$ cat config.mk
export PLATFORM = sky130hd
export DESIGN_NAME = updata_seq_ctrl
export DESIGN_NICKNAME = d
export VERILOG_FILES = /design/src/rtl/updata_seq_ctrl.sv
export SDC_FILE = /design/constraint.sdc
export NUM_CORES = 1
export LEC_CHECK = 0
export CORE_UTILIZATION = 47
export CTS_BUF_LIST = sky130_fd_sc_hd__clkbuf_2 sky130_fd_sc_hd__clkbuf_4 sky130_fd_sc_hd__clkbuf_8
export CTS_CLUSTER_SIZE = 40
export DETAILED_ROUTE_END_ITERATION = 16
export GPL_ROUTABILITY_DRIVEN = 0
export PLACE_DENSITY = 0.82
export SETUP_SLACK_MARGIN = 0.1
export SKIP_CTS_REPAIR_TIMING = 1
export SLEW_MARGIN = 20
export SYNTH_ARGS = -nofsm -noshare
export SYNTH_HDL_FRONTEND = slang
export SYNTH_SLANG_ARGS = --single-unit
export TNS_END_PERCENT = 50
$ cat constraint.sdc
create_clock -name clk -period 2.46 [get_ports clk]
set_input_delay 0.492 -clock clk [delete_from_list [all_inputs] [get_ports clk]]
set_output_delay 0.492 -clock clk [all_outputs]
set_load 0.02 [all_outputs]
$ cat src/rtl/updata_seq_ctrl.sv
// Two-way round-robin arbiter and sequencer for the updata loader.
// Drives the 3-beat in_RDY8 frame, waits for completion, returns result.
module updata_seq_ctrl #(
  parameter int MAX_ST  = 15,
  parameter int TIMEOUT = 32
) (
  input  logic       clk,
  input  logic       rst,
  input  logic [1:0] req,
  input  logic [7:0] cnt0,
  input  logic [7:0] loc0,
  input  logic [7:0] cnt1,
  input  logic [7:0] loc1,
  output logic [1:0] gnt,
  output logic [1:0] done,
  output logic       err,
  output logic [7:0] result,
  output logic       busy,
  output logic       upd_in_RDY8,
  output logic [7:0] upd_DATA_in8,
  input  logic       upd_state_cmp8,
  input  logic       upd_out_RDY8,
  input  logic [7:0] upd_DATA_out8
);

  localparam int TW = $clog2(TIMEOUT) + 1;
  localparam logic [TW-1:0] TLAST = TW'(TIMEOUT - 1);

  typedef enum logic [2:0] {
    S_IDLE, S_SYNC, S_CNT, S_LOC,
    S_CLR, S_WAIT, S_DONE, S_ERR
  } state_t;

  state_t        state, nxt;
  logic          last;
  logic          win1;
  logic [7:0]    sel_cnt, sel_loc;
  logic          valid;
  logic          tmo;
  logic [7:0]    cnt_q, loc_q;
  logic [TW-1:0] tcnt;

  // round-robin pick and request validation on the live inputs
  always_comb begin
    win1    = req[1] && (!req[0] || !last);
    sel_cnt = win1 ? cnt1 : cnt0;
    sel_loc = win1 ? loc1 : loc0;
    valid   = (sel_cnt != 8'd0)
           && (sel_cnt <= 8'(MAX_ST))
           && (sel_loc[3:0] != 4'd0)
           && ({4'd0, sel_loc[3:0]} <= sel_cnt)
           && (sel_loc[7:4] != 4'd0);
    tmo     = (tcnt == TLAST);
  end

  // next-state logic
  always_comb begin
    nxt = state;
    unique case (state)
      S_IDLE: if (|req) nxt = valid ? S_SYNC : S_ERR;
      S_SYNC: nxt = S_CNT;
      S_CNT:  nxt = S_LOC;
      S_LOC:  nxt = S_CLR;
      S_CLR:  nxt = S_WAIT;
      S_WAIT: if (upd_state_cmp8 || tmo) nxt = S_DONE;
      S_DONE: nxt = S_IDLE;
      S_ERR:  nxt = S_IDLE;
      default: nxt = S_IDLE;
    endcase
  end

  // Moore decode of the updata drive and done pulse
  always_comb begin
    upd_in_RDY8  = 1'b0;
    upd_DATA_in8 = 8'h00;
    busy         = (state != S_IDLE);
    done         = 2'b00;
    unique case (1'b1)
      (state == S_SYNC): upd_in_RDY8 = 1'b1;
      (state == S_CNT): begin
        upd_in_RDY8  = 1'b1;
        upd_DATA_in8 = cnt_q;
      end
      (state == S_LOC): begin
        upd_in_RDY8  = 1'b1;
        upd_DATA_in8 = loc_q;
      end
      (state == S_DONE),
      (state == S_ERR): done = gnt;
      default: ;
    endcase
  end

  // state register, grant, capture and timeout datapath
  always_ff @(posedge clk) begin
    if (rst) begin
      state  <= S_IDLE;
      gnt    <= 2'b00;
      err    <= 1'b0;
      result <= 8'h00;
      last   <= 1'b1;
      tcnt   <= '0;
      cnt_q  <= 8'h00;
      loc_q  <= 8'h00;
    end else begin
      state <= nxt;
      unique case (state)
        S_IDLE: if (|req) begin
          gnt    <= win1 ? 2'b10 : 2'b01;
          last   <= win1;
          cnt_q  <= sel_cnt;
          loc_q  <= sel_loc;
          err    <= !valid;
          result <= 8'h00;
          tcnt   <= '0;
        end
        S_WAIT: begin
          tcnt <= tcnt + TW'(1);
          if (upd_state_cmp8) begin
            err <= 1'b0;
            if (upd_out_RDY8) result <= upd_DATA_out8;
          end else if (tmo) begin
            err    <= 1'b1;
            result <= 8'hFF;
          end else if (upd_out_RDY8) begin
            result <= upd_DATA_out8;
          end
        end
        S_DONE, S_ERR: gnt <= 2'b00;
        default: ;
      endcase
    end
  end

endmodule

==> summary by stage, run 1 <==
Hold path
The startpoint of the lowest-slack hold path is tcnt[1]$_SDFFE_PP0P_. The class of the tightest hold or removal check is reg -> reg.

Final layout
In the final design database the tool counted ~370 nets. The register cell area after layout is roughly 740 sq um. The number of antenna diodes in the final layout is 0. The footprint of the multi-input gates is ~1300 sq um. In the final layout, the share of cells above drive strength 1 is 0.1662. The filler cells instantiated in the layout total around 300. Compared with the post-synthesis result, the final layout area differs by 46.31%.

Floorplan
The die width is 68.36 um. The die is 68.36 um tall. The floorplan step defined a die boundary enclosing roughly 4700 sq um. For this design the top-level I/O count stands at slightly below 70. The placeable core region is between 4000 and 5000 sq um. For this configuration, the core starts out at a cell density of 0.5029.

The floorplan row count is 23.

STA
The number of setup violations in the final report is 0. For the pin with the worst max-slew slack, the measured transition is between 0.5 and 0.6 ns. The final number of hold-violating endpoints is 0. In this run the tightest slew margin relative to its limit is 0.6526. The largest clock skew in the final design is around 0.0053 ns.

The ratio of final minimum period to clock period is 0.9356. Across all setup checks in the final design, the least slack found is about 0.16 ns. The final critical-path required period is about 2.3 ns. The total count of max-transition violations in the final report came to 0. Setup total negative slack on the finished layout was measured at 0 ns. The smallest hold slack is approximately 0.49 ns. Setup repair after global routing left no endpoint under its margin. The maximum operating frequency is 434.5 MHz.

CTS
The CTS tree is yes. The clock edge transition at the registers on the reported setup and hold paths is about 0.070 ns. Counting the buffers created by CTS gives 5. The clock net in this run drives a total of 37 sinks.

The later pin in the worst-skew pair is clocked with a latency of roughly 0.29 ns. The tree is rooted in a sky130_fd_sc_hd__clkbuf_8. The maximum buffer depth of the clock tree is 2. The H-tree was split into 2 levels.

Setup path
In this run the worst path has a maximum fanout of 8. The setup check on the worst reg-to-reg path leaves a slack of 0.50 ns. Counting both buffers and inverters, the worst setup path holds a total of 2. The largest stage delay on the critical path is about 0.56 ns. The origin of the critical flop-to-flop path is last$_SDFFE_PP1P_. The signal on the critical path passes through buf_4 -> or3_4 -> clkdlybuf4s50_1.

The worst setup path is captured at an output pin. The launching element type of the critical path is a register. The data required time of the worst path is between 1.5 and 2 ns. The most critical setup path has its startpoint at state[0]$_SDFFE_PP0P_.

On the critical path the largest part of the delay comes from buffers and inverters. For this design, the slowest cell found on the critical path is sky130_fd_sc_hd__clkdlybuf4s50_1. The critical path start-end classification is reg -> out.

Data arrives at the worst endpoint at 1.81 ns.

Logic synthesis
The number of flip-flops and latches in the synthesized netlist is 37. The most numerous cell in the Yosys netlist is sky130_fd_sc_hd__nor2_1. Ranked by total cell area, the synthesized netlist is headed by sky130_fd_sc_hd__dfxtp_1 (36%), sky130_fd_sc_hd__nor2_1 (8.3%), sky130_fd_sc_hd__a311oi_2 (7.3%), sky130_fd_sc_hd__nand2_1 (7.1%), sky130_fd_sc_hd__mux2i_1 (4.8%). After synthesis the cells add up to ~2100 sq um. Yosys mapped a number of flops with a built-in enable equal to 0. The predominant post-synthesis flop cell is sky130_fd_sc_hd__dfxtp_1. The share of synthesized area in the top cell type comes to 0.3579. For this run, asynchronously set or reset flops after synthesis account for 0. The number of nets handed over by synthesis was slightly below 300. The netlist uses 44 different library cells.

The number of warnings issued by yosys is 0. The biggest area contributor in the post-synthesis netlist is sky130_fd_sc_hd__dfxtp_1. The instance count of the mapped netlist is about 250. The proportion of synthesized chip area in sequential cells is 0.3579. The per-instance average area after synthesis is between 8 and 9 sq um. Counting instances in the post-synthesis netlist gives the leading cell types as sky130_fd_sc_hd__nor2_1 (46), sky130_fd_sc_hd__nand2_1 (39), sky130_fd_sc_hd__dfxtp_1 (37).

Placement
Port buffering added between 60 and 70 buffers. The final HPWL from detailed placement is between 4 and 5 mm. At the placement stage, the worst setup path has a slack of -0.2674 ns.

Route
The total via count after detailed routing is 2176. In the routed design, unresolved DRC markers number 0. Using the TritonRoute via totals, the vias-per-cell ratio works out to about 5.8. The detailed router finished its first iteration with between 80 and 90 violations. The first-pass iteration count of the detailed router is 4.

Once detail routing completed, the nets flagged for antenna violations numbered 0. The aggregate routed wire length is around 5.5 mm. Dividing the detail-routed wire length by the instance count gives 14.76 um.

Power and ir drop
The worst vdd rail ir drop is between 0.3 and 0.4 mV. The power per unit of standard cell area is roughly 710 nW/um^2. The analysis attributes to cell leakage a power of 1.146 nW.

Global route
The total congestion overflow after global routing is 0. Entering global routing, the biggest net connects 34 pins. Across every metal layer, demand over resource in global routing totals 0.2506. The global-route wire length before repair is between 8 and 9 mm. The via count of the first global-routing pass is around 1900.

The number of antenna violations at the first check in global routing was 0.

Status
The run finished with clean final reports.

Run
The number of max-capacitance violations reported is 0.
## stage by stage
stage / std cells / cell area [sq um] / util / total power (W)
floorplan: 248 / 2069 / - / 0.001289
global placement: 367 / 2856 / 0.6941 / 0.001556
detailed placement: 367 / 2856 / 0.6941 / 0.001572
CTS: 375 / 2977 / 0.7233 / 0.002129
global route: 375 / 3028 / 0.7358 / 0.002253
finish: 375 / 3028 / 0.7358 / 0.002140
## flip-flops by register name, indices dropped and copies added (netlist names)
name and flops:
cnt_q 8, err 1, gnt 2, last 1
loc_q 8, result 8, state 3, tcnt 6
## cells by family after synthesis
family,Yosys count,synth area share
and+or+nand+nor,123,0.2733
AOI/OAI and AO/OA,54,0.2431
DFF,37,0.3579
buffers and inverters,20,0.05381
muxes,11,0.05381
adders and majority gates,3,0.01814
## path summary, 6_finish.rpt
kind,cells after the start,to
worst min-delay path,2,tcnt[1]$_SDFFE_PP0P_
worst max-delay path,3,busy
worst min register to register,2,tcnt[1]$_SDFFE_PP0P_
worst max register to register,8,state[2]$_SDFFE_PP0P_
## cell type report
cell class	instances	area share
Tap cell	50	0.02066
Clock buffer	6	0.02727
Multi-Input combinational cell	191	0.4169
Clock inverter	2	0.01240
Timing Repair Buffer	85	0.2727
Inverter	4	0.004959
Sequential cell	37	0.2450
## cells in the final DEF (no fill, tap or decap), types with 3 or more instances in the layout
master                            instances
sky130_fd_sc_hd__clkdlybuf4s50_1         66
sky130_fd_sc_hd__nor2_1                  46
sky130_fd_sc_hd__nand2_1                 39
sky130_fd_sc_hd__dfxtp_1                 36
sky130_fd_sc_hd__buf_4                   16
sky130_fd_sc_hd__a21oi_1                 10
sky130_fd_sc_hd__nor4_1                  10
sky130_fd_sc_hd__a311oi_2                10
sky130_fd_sc_hd__mux2i_1                  9
sky130_fd_sc_hd__o221a_2                  8
sky130_fd_sc_hd__nand3_1                  6
sky130_fd_sc_hd__clkbuf_8                 6
sky130_fd_sc_hd__nand2b_1                 4
sky130_fd_sc_hd__a311oi_1                 4
sky130_fd_sc_hd__inv_1                    4
sky130_fd_sc_hd__nor3_1                   4
sky130_fd_sc_hd__or4_1                    3
## where the power goes
part	internal, W	leakage (nW)	switching [W]
clock network	0.000330	0.0574	0.000229
registers	0.000695	0.303	0.0000616
logic	0.000396	0.786	0.000429
total	0.00142	1.15	0.000719
## layer usage
metal  track usage  part of all wire  wire length, um
met5             0                 0                0
met4        0.1120             0.022              119
met3       0.05833             0.075              413
met2        0.4216              0.48             2668
met1        0.3001              0.42             2333
## worst min-delay path, delay by kind of cell (launching register included)
family             cells  cell delay [ns]
DFF                    1             0.33
and+or+nand+nor        1             0.07
AOI/OAI and AO/OA      1             0.05
(Power assumes the default switching activity.)
==> run 2, diff against run 1 <==
--- a/config.mk
+++ b/config.mk
@@ -5,15 +5,13 @@
 export SDC_FILE = /design/constraint.sdc
 export NUM_CORES = 1
 export LEC_CHECK = 0
-export CORE_UTILIZATION = 47
+export CORE_UTILIZATION = 34
 export CTS_BUF_LIST = sky130_fd_sc_hd__clkbuf_2 sky130_fd_sc_hd__clkbuf_4 sky130_fd_sc_hd__clkbuf_8
 export CTS_CLUSTER_SIZE = 40
 export DETAILED_ROUTE_END_ITERATION = 16
 export GPL_ROUTABILITY_DRIVEN = 0
-export PLACE_DENSITY = 0.82
 export SETUP_SLACK_MARGIN = 0.1
 export SKIP_CTS_REPAIR_TIMING = 1
-export SLEW_MARGIN = 20
 export SYNTH_ARGS = -nofsm -noshare
 export SYNTH_HDL_FRONTEND = slang
 export SYNTH_SLANG_ARGS = --single-unit
==> run 2 against run 1 <==
Power is 4.1% higher. Setup slack better by 0.0052 ns. Hold slack better by 0.0026 ns. Combinational power is 0.6% higher. Critical path depth stayed put. Flip-flop and latch count stayed put. Sequential share of layout area is 0.45 points lower. First-iteration DRC count is 15% lower. Core utilization is 21 points lower. Clock skew is 0.0022 ns higher.
==> summary by stage, run 2 (same netlist as run 1, synthesis figures left out) <==
Power and ir drop
In this run the static leakage power is 1.162 nW. The power per unit of standard cell area is 722.1 nW/um^2. The worst vdd rail ir drop is 0.3454 mV. The design draws around 0.0022 W.

Final layout
In the layout the commonest cells are sky130_fd_sc_hd__clkdlybuf4s50_1 (67), sky130_fd_sc_hd__nor2_1 (46), sky130_fd_sc_hd__nand2_1 (39), sky130_fd_sc_hd__dfxtp_1 (36), sky130_fd_sc_hd__buf_4 (19). After the last flow step, the layout net total stands at approximately 380. The relative area change from synthesis to final layout is 49.03%. The finished layout holds slightly above 400 standard cells, fillers aside. The cell area after layout is between 3000 and 4000 sq um.

The number of antenna diodes in the final layout is 0. The fraction of the core area covered by cells at the end of the flow is 0.5240. The share of layout cells above drive strength 1 is 0.1738.

Leaving out fill and tap cells, the most frequent cell in the layout is sky130_fd_sc_hd__clkdlybuf4s50_1. The largest registers in the layout are cnt_q (8), loc_q (8), result (8).

Floorplan
The placeable core region is around 5900 sq um. For this configuration, the core starts out at a cell density of 0.3516. The chip height is 80.02 um. The floorplan die area is ~6400 sq um.

In this run the horizontal extent of the chip is 80.02 um. The floorplan row count is 28. The I/O pin count is 69.

Placement
The pre-CTS setup slack is -0.1750 ns. The final HPWL from detailed placement is 4.334 mm. Once placement completed, the tool counted placed cells totaling about 400. The count of buffers from port buffering is a little under 70. In this run the cell area measured after placement is roughly 2900 sq um.

CTS
The clock passes through at most 2 buffers. The clock network latency to the later pin of the worst-skew pair is 0.29 ns. The clock tree root buffer cell is sky130_fd_sc_hd__clkbuf_8. Counting every sink on the clock net gives 37. The CTS tree is yes. TritonCTS created 5 clock buffers.

After clock tree synthesis, the clock-pin slew on the worst setup and hold paths is roughly 0.080 ns. The CTS H-tree depth is 2.

Global route
The via count of the first global-routing pass is approximately 2100. After global routing the overflow that remains totals 0. Entering global routing, the biggest net connects 33 pins. The global-route wire length before repair is approximately 9.6 mm. The global router's overall resource usage is 0.1900. The number of antenna violations at the first check in global routing is 0.

Setup path
On the critical path, the stage with the largest delay is an instance of sky130_fd_sc_hd__clkdlybuf4s50_1. The critical path goes through buf_4 -> or3_4 -> clkdlybuf4s50_1. The data required time of the worst path is between 1.5 and 2 ns. In this design, the stage delay of the slowest critical-path cell is 0.55 ns.

STA classifies the critical path endpoint as an output pin. The data arrival at the endpoint of the critical path is 1.80 ns. The worst setup path is launched from a register. Of all nets on the critical path, the largest fanout is 10.

The critical path start-end classification is reg -> out.

STA
Setup violations remaining at the end of the flow were counted as 0. Headroom to the max-slew limit came out at 0.6744. The worst path needs 2.296 ns of the cycle, external delays included.

Setup repair after global routing left no endpoint under its margin. Across all setup checks in the final design, the least slack found is 0.1637 ns. The transition time at the pin with the least slew margin is between 0.4 and 0.5 ns. The ratio of final minimum period to clock period is 0.9334. For the final database, setup skew stands at roughly 0.0075 ns. The total count of max-transition violations in the final report came to 0. The final number of hold-violating endpoints came to 0. The maximum operating frequency is between 400 and 500 MHz.

Route
After detailed routing, the number of remaining DRC violations is 0. The count of antenna-violating nets left after detailed routing is 0. The ratio of routed vias to standard cells is 5.280. For this block, the routed nets add up to roughly 5.7 mm of wire.

Dividing the detail-routed wire length by the instance count gives ~14 um. Detailed routing inserted a total of between 2000 and 2500 vias. The violation count after the first detailed-route iteration is 73.

The first detailed-routing pass ran for 4 iterations.

Run
The number of max-capacitance violations reported is 0.

Hold path
The class of the tightest hold or removal check is reg -> reg.

Status
The flow ran to the end, and the final reports show no timing, DRC or antenna violations.
-- run 2: cell type report --
cell class                 instances  area (sq um)
timing repair buffer              88         845.8
clock buffer                       5         68.82
clock inverter                     3         68.82
multi-input combinational        191          1250
fill                             585          2801
inverter                           4         15.01
tap                               75         93.84
sequential                        37         742.0
-- run 2: final timing paths --
kind,startpoint,end,slack (ns),cells after the start
max reg2reg,last$_SDFFE_PP1P_,state[1]$_SDFFE_PP0P_,0.51,8
max,state[0]$_SDFFE_PP0P_,busy,0.16,3
min,tcnt[1]$_SDFFE_PP0P_,tcnt[1]$_SDFFE_PP0P_,0.50,2
min reg2reg,tcnt[1]$_SDFFE_PP0P_,tcnt[1]$_SDFFE_PP0P_,0.50,2
-- run 2: per-stage QoR --
stage	TNS, ns	hold slack (ns)
detailed placement	-0.4884	0.4817
CTS	0	0.4936
global placement	-0.2700	0.4745
floorplan	0	0.4651
finish	0	0.4953
global route	0	0.5107
-- run 2: critical path, delay by kind of cell (launching register included) --
| family | cells | cell delay, ns |
|---|---|---|
| flops | 1 | 0.38 |
| simple gates | 1 | 0.40 |
| buf+inv | 2 | 0.73 |
-- run 2: per-layer routing --
layer	wire length, um	track usage	up-vias
li1	-	-	1065
met1	2595	0.2390	990
met2	2733	0.3291	64
met3	308	0.04229	9
met4	66	0.04107	0
met5	0	0	-
-- run 2: power by group --
| part | switching (W) | internal, W | total (W) | leakage [nW] |
|---|---|---|---|---|
| clock network | 0.000234 | 0.000408 | 0.000642 | 0.0687 |
| registers | 0.0000602 | 0.000695 | 0.000755 | 0.303 |
| logic | 0.000430 | 0.000400 | 0.000830 | 0.789 |
==> run 3, diff against run 2 <==
--- a/config.mk
+++ b/config.mk
@@ -5,6 +5,7 @@
 export SDC_FILE = /design/constraint.sdc
 export NUM_CORES = 1
 export LEC_CHECK = 0
+export CORE_MARGIN = 2
 export CORE_UTILIZATION = 34
 export CTS_BUF_LIST = sky130_fd_sc_hd__clkbuf_2 sky130_fd_sc_hd__clkbuf_4 sky130_fd_sc_hd__clkbuf_8
 export CTS_CLUSTER_SIZE = 40
==> run 3 against run 2 <==
Die area up 5.1%. Core utilization down 0.57 points. Flip-flop and latch count unchanged. Power down 9.4%. Largest power group unchanged. Sequential power about the same. Hold slack better by 0.0020 ns. Wire length up 3.8%. First-iteration DRC count up 34%. Sequential share of layout area up 0.27 points. Setup slack worse by 0.0051 ns.
==> summary by stage, run 3 (same netlist as run 1, synthesis figures left out) <==
Placement
OpenSTA, run right after detailed placement, puts the worst setup slack at -0.2001 ns. The count of buffers from port buffering is 68. Detailed placement ended at an HPWL of 4.435 mm. After detailed placement, the design holds a cell count of 393.

Status
The flow ran to the end, and the final reports show no timing, DRC or antenna violations.

Power and ir drop
For this design the ratio of total power to cell area is 661.2 nW/um^2. The internal portion of the total power is between 0.001 and 0.0015 W. The clock share of power is 0.213.

In this run the power spent charging and discharging nets is just over 0.0007 W. Of the total power, the share spent switching nets is 0.3547. The share of total power dissipated in combinational logic is 0.413. The worst vdd rail ir drop is approximately 0.31 mV.

The share of total power dissipated in sequential elements is 0.374. The analysis attributes to cell leakage a power of ~1.1 nW.

Setup path
The worst setup path is of the reg -> out kind. Along the worst path, the maximum fanout reaches 8. The largest stage delay on the critical path is between 0.5 and 0.6 ns. STA classifies the critical path endpoint as an output pin. The data required time of the worst path is between 1.5 and 2 ns.

Data arrives at the worst endpoint at between 1.5 and 2 ns. The cell depth of the worst flop-to-flop path is 8. The origin of the critical flop-to-flop path is last$_SDFFE_PP1P_. The startpoint of the most critical setup path is state[0]$_SDFFE_PP0P_.

Traced cell by cell, the critical path runs through buf_4 -> or3_4 -> clkdlybuf4s50_1. The cell with the largest stage delay on the worst path is sky130_fd_sc_hd__clkdlybuf4s50_1. In this run the register-to-register setup slack is ~0.50 ns. In this run the critical register-to-register path is captured at state[2]$_SDFFE_PP0P_. The launching element type of the critical path is a register.

Floorplan
The die width is between 80 and 90 um. The core region is ~6000 sq um. The floorplan has 28 rows.

The die is about 80 um tall. The starting utilization of the core area is 0.3516. The die covers just under 7000 sq um.

approximately 70 I/O pins were placed.

CTS
After clock tree synthesis, the clock-pin slew on the worst setup and hold paths is around 0.08 ns. The tree is rooted in a sky130_fd_sc_hd__clkbuf_8. The CTS H-tree depth is 2.

TritonCTS built the clock tree. The maximum buffer depth of the clock tree is 2. Clock tree synthesis found a total of 37 sinks.

Clock tree synthesis inserted a total of 5 buffers. The clock network latency to the later pin of the worst-skew pair is ~0.29 ns.

STA
The minimum setup slack in the final design is 0.1587 ns. The largest clock skew in the final design is ~0.0038 ns. The total count of max-transition violations in the final report is 0.

Counting I/O delays and the setup requirement, the final critical path takes about 2.3 ns. The final number of hold-violating endpoints is 0. The maximum operating frequency is ~430 MHz. In this run the tightest slew margin relative to its limit is 0.6853. The number of setup violations in the final report is 0. Final hold analysis gives a worst-case slack of between 0.4 and 0.5 ns. For the pin with the worst max-slew slack, the measured transition is ~0.46 ns.

Setup repair after global routing could not meet its margin everywhere. The ratio of final minimum period to clock period is 0.9355.

Route
The ratio of routed vias to standard cells is 5.351. The first-pass iteration count of the detailed router is 5. In the routed design, unresolved DRC markers number 0. The count of antenna-violating nets left after detailed routing is 0.

The routed design has about 6 mm of wire. The violation count after the first detailed-route iteration is 98. The total via count after detailed routing is approximately 2200. Dividing the detail-routed wire length by the instance count gives 14.72 um.

Global route
The global router's overall resource usage is 0.1806. The largest net degree at the start of global routing is 33. The total congestion overflow after global routing is 0.

The number of antenna violations at the first check in global routing was 0. The global-route wire length before repair is between 9 and 10 mm. The via count of the first global-routing pass came to 2054.

Hold path
The worst hold path begins at tcnt[1]$_SDFFE_PP0P_. The worst hold path endpoint is tcnt[1]$_SDFFE_PP0P_. The worst hold path belongs to the class reg -> reg. The count of cells along the worst hold path is 2.

Final layout
The most frequent standard cell in the layout excluding fill and tap cells is sky130_fd_sc_hd__clkdlybuf4s50_1. The largest registers in the layout are cnt_q (8), loc_q (8), result (8). In the final layout, the share of cells above drive strength 1 is 0.1743. The repair_antennas step left the layout with diodes totalling 0.

The relative area change from synthesis to final layout is 47.40%. For this run, the number of standard cells in the final layout without fillers is roughly 400. After the last flow step, the layout net total stands at 375.

In the layout the commonest cells are sky130_fd_sc_hd__clkdlybuf4s50_1 (66), sky130_fd_sc_hd__nor2_1 (46), sky130_fd_sc_hd__nand2_1 (39), sky130_fd_sc_hd__dfxtp_1 (36), sky130_fd_sc_hd__buf_4 (18).

Run
The tool flagged a number of max-cap violations equal to 0.
[run 3: power by group through the flow]
stage	clock (W)	sequential [W]	combinational, W
floorplan	0	0.000768	0.000521
global placement	0	0.000764	0.000806
detailed placement	0	0.000764	0.000810
CTS	0.000440	0.000751	0.000814
global route	0.000470	0.000768	0.000917
finish	0.000430	0.000754	0.000833
[run 3: critical path: cells and delay by family (launching register included)]
family	cells	cell delay [ns]
DFF	1	0.39
buffers and inverters	2	0.73
and+or+nand+nor	1	0.40
[run 3: cell type report]
type / instances / area, sq um
Multi-Input combinational cell: 191 / 1272
Clock inverter: 2 / 10.01
Clock buffer: 6 / 76.32
Fill cell: 567 / 2835
Sequential cell: 37 / 742.0
Tap cell: 75 / 93.84
Inverter: 4 / 15.01
Timing Repair Buffer: 87 / 840.8
[run 3: per-stage QoR]
stage	TNS, ns	instance area [sq um]	total power (W)	util
finish	0	3050	0.002017	0.5183
global route	0	3050	0.002156	0.5183
CTS	0	2982	0.002005	0.5066
detailed placement	-0.5604	2895	0.001575	0.4919
global placement	-0.1930	2895	0.001569	0.4919
floorplan	0	2069	0.001289	-
[run 3: how the worst max path moves through the flow]
stage | endpoint | cells after the start
global route | upd_DATA_in8[0] | 3
global placement | state[1]$_SDFFE_PP0P_ | 9
floorplan | state[1]$_SDFFE_PP0P_ | 9
CTS | busy | 3
detailed placement | state[1]$_SDFFE_PP0P_ | 9
finish | busy | 3
[run 3: metal layers]
metal,global-route usage,up-vias,part of all wire
li1,-,1063,-
met1,0.2309,994,0.44
met2,0.2976,84,0.48
met3,0.04286,10,0.073
met4,0.06000,0,0.012
met5,0,-,0
